<file path="src/rtl/student_alu_core.sv">
// Registered Hack-style ALU: zero/negate stages on each operand, add or AND,
// optional output negate, then a single output register stage with zr/ng flags.
module student_alu_core #(
    parameter int WIDTH = 16
) (
    input  logic             clk,
    input  logic             rst_n,
    input  logic             in_valid,
    input  logic [WIDTH-1:0] x,
    input  logic [WIDTH-1:0] y,
    input  logic             zx,
    input  logic             nx,
    input  logic             zy,
    input  logic             ny,
    input  logic             f,
    input  logic             no,
    output logic [WIDTH-1:0] out,
    output logic             zr,
    output logic             ng,
    output logic             out_valid
);

    logic [WIDTH-1:0] x1, x2, y1, y2, r, o;

    // NOTE: every always_comb output gets a default first so no path can infer a latch.
    always_comb begin
        x1 = '0;
        x2 = '0;
        y1 = '0;
        y2 = '0;
        r  = '0;
        o  = '0;
        x1 = zx ? '0 : x;
        x2 = nx ? ~x1 : x1;
        y1 = zy ? '0 : y;
        y2 = ny ? ~y1 : y1;
        r  = f ? (x2 + y2) : (x2 & y2);
        o  = no ? ~r : r;
    end

    // NOTE: state registers use non-blocking assignments so all flops update together.
    always_ff @(posedge clk or negedge rst_n) begin
        if (!rst_n) begin
            out       <= '0;
            zr        <= 1'b1;
            ng        <= 1'b0;
            out_valid <= 1'b0;
        end else begin
            out_valid <= in_valid;
            if (in_valid) begin
                out <= o;
                zr  <= (o == '0);
                ng  <= o[WIDTH-1];
            end
        end
    end

endmodule

</file>
<file path="config.mk">
export PLATFORM = sky130hd
export DESIGN_NAME = student_alu_core
export DESIGN_NICKNAME = d
export VERILOG_FILES = /design/src/rtl/student_alu_core.sv
export SDC_FILE = /design/constraint.sdc
export NUM_CORES = 1
export LEC_CHECK = 0
export BUFFER_PORTS_ARGS = -buffer_cell sky130_fd_sc_hd__buf_2
export CAP_MARGIN = 25
export CORE_AREA = 2 2 96 98
export DETAILED_ROUTE_END_ITERATION = 12
export DIE_AREA = 0 0 98 100
export PLACE_DENSITY = 0.51
export SYNTH_ARGS = -nofsm -noshare
export SYNTH_HDL_FRONTEND = slang
export SYNTH_SLANG_ARGS = --single-unit
</file>
<file path="constraint.sdc">
create_clock -name clk -period 1.55 [get_ports clk]
set_input_delay 0.31 -clock clk [delete_from_list [all_inputs] [get_ports clk]]
set_output_delay 0.31 -clock clk [all_outputs]
set_load 0.01 [all_outputs]
</file>
; Word-level counts from Yosys, hierarchy flattened
; Cells that the tools add are included.
[totals]
inputBits = 41
reg_bits = 19
elab_cells = 16
[op_classes]
reduce_logical = 1
add_sub_neg = 1
n_bitwise = 4
n_mux = 6
[ops]
columns = cell, count
row1 = $mux W16, 6
row2 = $not A16 Y16, 3
row3 = $add A16 B16 Y16, 1
row4 = $and A16 B16 Y16, 1
row5 = $logic_not A16 Y1, 1

; Logic depth before layout (Yosys ltp)
; Gate-level depths: netlist of run 1.
[depth]
ltp_word = 8
depth_mapped = 13

; Worst setup path after synthesis of run 1
; No wires, ideal clock.
[synth_path]
kind = input port to flip-flop
start = in ny
end = reg zr
setup_slack_ns = -1.993
required_ns = 1.454
cell_stages = 12
arrival_ns = 3.448
n_path_buf = 2
cell_sequence = clkbuf_1 > buf_1 > xnor2_1 > fa_1 > a21oi_1 > o2111ai_1 > a22oi_1 > a31oi_1 > or4b_1 > mux2i_1 > nand2_1 > o32ai_1
[synth_via]
elab_chain_cells = 6
word_cells_on_any_way = 7
cone_classes = 1 x add/sub / 3 x mux / 2 x bitwise / 1 x reduce/logical
[synth_rtl]
columns = item, line_no
row1 = from (decl), 14  ; input logic ny,
row2 = $mux W16 (*), 36  ; y2 = ny ? ~y1 : y1;
row3 = $add A16 B16 Y16 / $and A16 B16 Y16 (equally long branches), 37  ; r = f ? (x2 + y2) : (x2 & y2);
row4 = $mux W16 (*), 37
row5 = $not A16 Y16, 38  ; o = no ? ~r : r;
row6 = $mux W16 (*), 38
row7 = $logic_not A16 Y1 (*), 52  ; zr <= (o == '0);
row8 = to (signal assigned), 52
row9 = to (decl), 18  ; output logic zr,
; Mark *: on every way between the ends. The rest lies on a longest branch, timed or not.
; A chain may end at the register's enable or synchronous reset.

; Worst setup path after layout of run 1
[layout_path]
start = in zy
end = reg zr
[layout_via]
elab_chain_cells = 8
word_cells_on_any_way = 9
cone_classes = 1 x add/sub / 4 x mux / 3 x bitwise / 1 x reduce/logical
[layout_rtl]
columns = item, line_no
row1 = from (decl), 13  ; input logic zy,
row2 = $mux W16 (*), 35  ; y1 = zy ? '0 : y;
row3 = $not A16 Y16, 36
row4 = $mux W16 (*), 36
row5 = $add A16 B16 Y16 / $and A16 B16 Y16 (equally long branches), 37
row6 = $mux W16 (*), 37
row7 = $not A16 Y16, 38
row8 = $mux W16 (*), 38
row9 = $logic_not A16 Y1 (*), 52
; Marks and branches as above.

==> results of run 1 <==
-- layout make-up --
cell class	instances	area, um^2	area share, %
Multi-Input combinational cell	266	2703	58.25
Tap cell	111	138.9	2.994
Inverter	5	18.77	0.4045
Sequential cell	18	451.7	9.736
Clock buffer	4	55.05	1.187
Timing Repair Buffer	166	1272	27.43
-- routing by layer --
metal	GRT usage (%)	vias to the layer above	wire length (um)
met3	1.114	6	245
li1	-	1411	-
met2	29.77	53	4180
met1	21.63	1330	3828
met5	0	-	0
met4	3.526	0	69
-- logic make-up (layout without fill, tap and decap cells) --
family,Yosys count,after routing,share of synthesized area (%)
AOI/OAI and AO/OA,61,61,16.85
xor gates and xnor gates,49,49,16.85
adders and majority gates,17,17,8.649
buffers and inverters,24,175,3.783
DFF,18,18,17.74
muxes,23,23,9.779
and+or+nand+nor,116,116,26.34
-- metrics by stage --
stage	total power, uW	cells	instance area [um^2]
floorplan	2060	308	2815
global placement	2932	540	3710
detailed placement	2965	540	3710
CTS	3826	564	4380
global route	4358	570	4639
finish	4070	570	4639
-- power groups by stage --
stage	Sequential, uW	Clock [uW]	Combinational, uW
floorplan	756	0	1300
global placement	685	0	2250
detailed placement	691	0	2270
CTS	686	401	2740
global route	708	420	3230
finish	688	387	3000
-- cells in the mapped netlist (6+ instances only) --
cell type and count:
nand3_1 7, nor2_1 14, xnor2_1 43, nand3b_1 6
nand2_1 15, mux2i_1 8, nand2b_1 34, nand4_1 6
dfrtp_1 17, xor2_1 6, nor2b_1 7, ha_1 16
mux2_2 14, clkbuf_1 12, and3_1 7, a21oi_1 11
-- what timing repair did --
item	4_1_cts	5_1_grt
cloned	2	0
endpoints found under the hold margin	17	0
buffers inserted	19	9
pin swaps	39	41
hold buffers	1	0
endpoints found under the setup margin	17	17
resized for setup	81	36
-- sequential cells by signal, summed over array words and instances (netlist names) --
signal / flops
zr: 1
out_valid: 1
out: 16
-- worst max path at each step --
| stage | endpoint | slack [ps] |
|---|---|---|
| 2_1_floorplan | zr | -1300 |
| 3_3_place_gp | zr | -1580 |
| 3_5_place_dp | zr | -1630 |
| 4_1_cts | out[14] | -1250 |
| 5_1_grt | zr | -1400 |
| 6_report | zr | -1260 |
==> flow_summary.json, run 1 <==
{
  "ys_seq_elements": 18,
  "cts_sinks": 18,
  "crit_top_cell": "xnor2_2",
  "rsz0062_at_grt": "true",
  "fmax_ghz": 0.3560,
  "powerDensity_nw_per_um2": 877.4,
  "clock_path_buffers": 2,
  "crit_start": "zy",
  "min_path_cells": 2,
  "drv_slew": 0,
  "setup_viol": 17,
  "layout_commonest_cell": "buf_4",
  "finalWorstSetupSlack_ps": -1259,
  "setup_tns_ps": -13770,
  "portBuffers": 59,
  "p_switching_uw": 1550,
  "final_cell_mix": "buf_4, buf_2, xnor2_1",
  "vias": 2800,
  "h-tree-depth": 1,
  "synth_edf_count": 0,
  "drive_gt1_share_pct": 59.26,
  "nFillCells": 858,
  "crit_path_start_kind": "primary input",
  "p_int_uw": 2521,
  "clock_skew_ps": 0,
  "clk_pin_slew_ps": 70,
  "crit_path_cell_trace": "buf_8 -> nand2b_4 -> xnor2_2 -> ha_2 -> fa_2 -> buf_4 -> xnor2_2 -> nand2_1 -> o21ai_2 -> or4_1 -> a211o_1 -> or3_1 -> o32ai_2",
  "dpl.hpwl_mm": 6.288,
  "grt_max_degree": 21,
  "cp.depth": 13,
  "critPathArrivalTime_ps": 2980,
  "nets": 518,
  "reg2reg_to": "out[11]",
  "whs_ps": 469.9,
  "chipHeight_um": 100,
  "critPathRequiredTime_ps": 1720,
  "hold_start": "in_valid",
  "crit_fanout": 6,
  "via_per_inst": 4.912,
  "slowest_delay_ps": 500,
  "avgRoutedWirePerCell_um": 14.60,
  "rows": 35,
  "num_antenna_cells": 0,
  "synth_cell_types": 57,
  "antenna_found_initial": 0,
  "synthesis.area_um2": 2546,
  "hold_class": "primary input to register",
  "grt_pass1_wl_mm": 13.43,
  "place_congestion": 0.8164,
  "initial_core_util_pct": 28.64,
  "synth_area_leaders": "dfrtp_1, xnor2_1, nand2b_1",
  "p_clk_share_pct": 9.5,
  "design.die.area_um2": 9800,
  "dp_slack_ps": -1631,
  "drt-total-wl_mm": 8.323,
  "status": "finished, violations left",
  "r2r_cells": 2,
  "insertion_delay_ps": 260,
  "grt-ovfl-total": 0,
  "area_growth_pct": 82.21,
  "worstSetupPathType": "primary input to register",
  "grt_pass1_vias": 2843,
  "drc_errors": 0,
  "die_x_um": 98,
  "power_frac_seq_pct": 16.9,
  "synth_cells": 308,
  "io-pin-count": 60,
  "min_period_over_period_pct": 181.2,
  "cpLargestDelayFamily": "simple AND/OR/NAND/NOR gates",
  "post-route-util_pct": 52.19,
  "ys_seq_area_share_pct": 17.74,
  "crit_buf_inv": 2,
  "yosysTopAreaCellShare_pct": 16.71,
  "worst_slew_pin_slew_ps": 418.1,
  "drt_iter0_markers": 81,
  "endpoint_kind": "register",
  "tritoncts": "done",
  "async_reset_ff_share_pct": 100.0,
  "synth_largest_area_cell": "dfrtp_1",
  "min_to": "out_valid",
  "coreArea_um2": 8890,
  "violations": "negative setup slack",
  "share_comb_of_total_power_pct": 73.6,
  "p_leak_uw": 0.002076,
  "yosys_warnings": 0,
  "cap_violations": 0,
  "cts_made_buffers": 3,
  "ctsRootBufferMaster": "clkbuf_8",
  "grt_use_total_pct": 16.46,
  "mappedNetlistNets": 366,
  "cp_slowest_cell": "or4_1",
  "ir_drop_mv": 0.2837,
  "ys.flop_type": "dfrtp_1",
  "reg2reg_slack_ps": 730,
  "ant_nets": 0,
  "synth_area_per_cell_um2": 8.267,
  "switching_share_pct": 38.07,
  "hold_viol": 0,
  "slew_headroom_pct": 72.04,
  "worstReg2RegStart": "out[11]",
  "first_pass_iters": 4,
  "layout_min_cycle_time_ps": 2809
}
(Power assumes the default switching activity.)
==> inputs of run 2 (changes only) <==
ABC_AREA = 1   (was not set)
CORE_AREA = 2 2 98 100   (was 2 2 96 98)
DIE_AREA = 0 0 100 102   (was 0 0 98 100)
PLACE_DENSITY = 0.5   (was 0.51)
==> flow_summary.json, run 2 <==
{
  "synth_xor_area_share_pct": 11.16,
  "first_pass_iters": 4,
  "violations": "negative setup slack",
  "min_path_cells": 2,
  "yosysTopAreaCellShare_pct": 24.89,
  "powerDensity_nw_per_um2": 776.8,
  "grt-ovfl-total": 0,
  "r2r_cells": 2,
  "nFillCells": 949,
  "worstSetupPathType": "primary input to register",
  "p_clk_share_pct": 10.7,
  "endpoint_kind": "register",
  "post-route-util_pct": 47.95,
  "p_switching_uw": 1488,
  "layout_commonest_cell": "nand2_1",
  "async_reset_ff_share_pct": 100.0,
  "p_leak_uw": 0.002334,
  "cp_slowest_cell": "ha_4",
  "power_frac_seq_pct": 17.3,
  "synthMuxAreaShare_pct": 0,
  "final_cell_area_um2": 4368,
  "reg2reg_slack_ps": 860,
  "dpl.hpwl_mm": 6.142,
  "drv_slew": 0,
  "tritoncts": "done",
  "ys_seq_area_share_pct": 16.92,
  "h-tree-depth": 1,
  "critPathRequiredTime_ps": 1740,
  "cts_sinks": 18,
  "insertion_delay_ps": 240,
  "finalWorstSetupSlack_ps": -711.6,
  "design.die.area_um2": 10200,
  "drt-total-wl_mm": 7.619,
  "min_period_over_period_pct": 145.9,
  "switching_share_pct": 43.87,
  "final_cell_mix": "nand2_1, buf_4, inv_1",
  "mappedNetlistNets": 526,
  "synth-compound-area-share_pct": 5.485,
  "synthTopCellsByCount": "nand2_1, inv_1, nand3_1",
  "place_congestion": 0.7943,
  "nets": 649,
  "initial_core_util_pct": 29.30,
  "placedCellCount": 684,
  "regArea_um2": 451.7,
  "coreArea_um2": 9109,
  "antenna_found_initial": 0,
  "whs_ps": 414.8,
  "share_comb_of_total_power_pct": 72.0,
  "synth_cell_types": 27,
  "largest_reg_flops": 16,
  "cpLargestDelayFamily": "simple AND/OR/NAND/NOR gates",
  "crit_fanout": 8,
  "crit_buf_inv": 5,
  "grt_max_degree": 22,
  "portBuffers": 59,
  "multi_input_area_um2": 2512,
  "slowest_delay_ps": 270,
  "grt_pass1_wl_mm": 12.52,
  "synthesis.area_um2": 2669,
  "drc_errors": 0,
  "via_per_inst": 4.332,
  "layout_min_cycle_time_ps": 2262,
  "drive_gt1_share_pct": 46.61,
  "synth_area_leaders": "nand2_1, dfrtp_1, nand3_1",
  "dpl_cell_area_um2": 3650,
  "ir_drop_mv": 0.2423,
  "p_int_uw": 1905,
  "yosys_warnings": 0,
  "rows": 35,
  "reg2reg_to": "zr",
  "rsz0062_at_grt": "true",
  "grt_use_total_pct": 14.53,
  "synth_largest_area_cell": "nand2_1",
  "reg_top3": "out (16), out_valid (1), zr (1)",
  "drt_iter0_markers": 87,
  "die_x_um": 100,
  "crit_top_cell": "nand2_1",
  "avgRoutedWirePerCell_um": 10.87,
  "worst_slew_pin_slew_ps": 397.5,
  "ys_seq_elements": 18,
  "worstReg2RegStart": "zr",
  "area_growth_pct": 63.67,
  "clock_path_buffers": 2,
  "power_uw": 3393,
  "top_register": "out",
  "critPathArrivalTime_ps": 2450,
  "fmax_ghz": 0.4422,
  "synth_edf_count": 0,
  "synth_top_family_by_area": "simple AND/OR/NAND/NOR gates",
  "crit_path_cell_trace": "buf_6 -> clkinvlp_4 -> buf_6 -> nand2_1 -> xor2_1 -> inv_1 -> ha_4 -> nand2_1 -> inv_1 -> nand2_1 -> nand2_1 -> a21oi_4 -> nand3_1 -> nand3_2 -> nand3_2 -> nand2_2 -> nand2_1 -> nor2_1 -> nand3_1 -> nand2_1",
  "cts_made_buffers": 3,
  "setup_viol": 16,
  "cap_violations": 0,
  "min_to": "out_valid",
  "slew_headroom_pct": 73.50,
  "yosys.area_share.simple_pct": 44.73,
  "chipHeight_um": 102,
  "synth_cells": 468,
  "hold_class": "primary input to register",
  "io-pin-count": 60,
  "ant_nets": 0,
  "clock_skew_ps": 0,
  "synth_fa_ha_area_share_pct": 8.251,
  "num_antenna_cells": 0,
  "synth_area_per_cell_um2": 5.703,
  "clk_pin_slew_ps": 60,
  "vias": 3037,
  "status": "finished, violations left",
  "ys.flop_type": "dfrtp_1",
  "fin_cells": 701,
  "ctsRootBufferMaster": "clkbuf_8",
  "hold_viol": 0,
  "yosysMostFrequentCell": "nand2_1",
  "crit_path_start_kind": "primary input",
  "hold_start": "in_valid",
  "grt_pass1_vias": 2798,
  "cp.depth": 20
}
-- run 2: through the flow --
step	worst slack (ps)	TNS, ps
2_1_floorplan	-746.7	-7547
3_3_place_gp	-1059	-13630
3_5_place_dp	-1087	-14160
4_1_cts	-745.8	-8017
5_1_grt	-932.7	-10630
6_report	-711.6	-7802
-- run 2: final cells by class --
cell class / instances / area share, %
clock buffer: 4 / 1.260
inverter: 73 / 6.445
multi-input combinational: 360 / 57.52
sequential: 18 / 10.34
tap: 111 / 3.180
timing repair buffer: 134 / 21.14
timing repair inverter: 1 / 0.1146
-- run 2: routing by layer --
layer / vias to the layer above / GRT usage (%) / share of wire (%)
met5: - / 0 / 0
met1: 1302 / 21.15 / 50
met3: 2 / 0.8892 / 3.1
met4: 0 / 1.581 / 0.30
met2: 54 / 24.58 / 46
li1: 1679 / - / -
-- run 2: logic make-up (layout without fill, tap and decap cells) --
| kind of cell | count (synthesis) | count (layout) |
|---|---|---|
| flops | 18 | 18 |
| buf+inv | 90 | 212 |
| simple gates | 282 | 282 |
| fa+ha+maj | 17 | 17 |
| xor+xnor | 34 | 34 |
| compound gates | 27 | 27 |
-- run 2: worst register-to-register path, delay by kind of cell, from the launching register on --
| family | cells | cell delay [ps] |
|---|---|---|
| AND/OR/NAND/NOR | 2 | 110 |
| flip-flops | 1 | 530 |
-- run 2: timing repair --
item                                   CTS  global route
hold buffers                             1             0
cloned                                   1             0
setup buffers                            6             7
gates resized for setup                 82            70
pin swaps                               46            42
setup endpoints to repair               16            17
endpoints found under the hold margin   17             0
-- run 2: power groups by stage --
stage | Sequential, uW | Combinational, uW | Clock (uW)
6_report | 585 | 2440 | 364
5_1_grt | 597 | 2700 | 394
4_1_cts | 587 | 2190 | 379
3_5_place_dp | 595 | 1890 | 0
3_3_place_gp | 592 | 1870 | 0
2_1_floorplan | 632 | 1170 | 0
-- run 2: how the worst max path moves through the flow --
stage / to / slack [ps] / start
2_1_floorplan: zr / -750 / nx
3_3_place_gp: zr / -1060 / zx
3_5_place_dp: zr / -1090 / zx
4_1_cts: zr / -750 / zy
5_1_grt: zr / -930 / zy
6_report: zr / -710 / zx
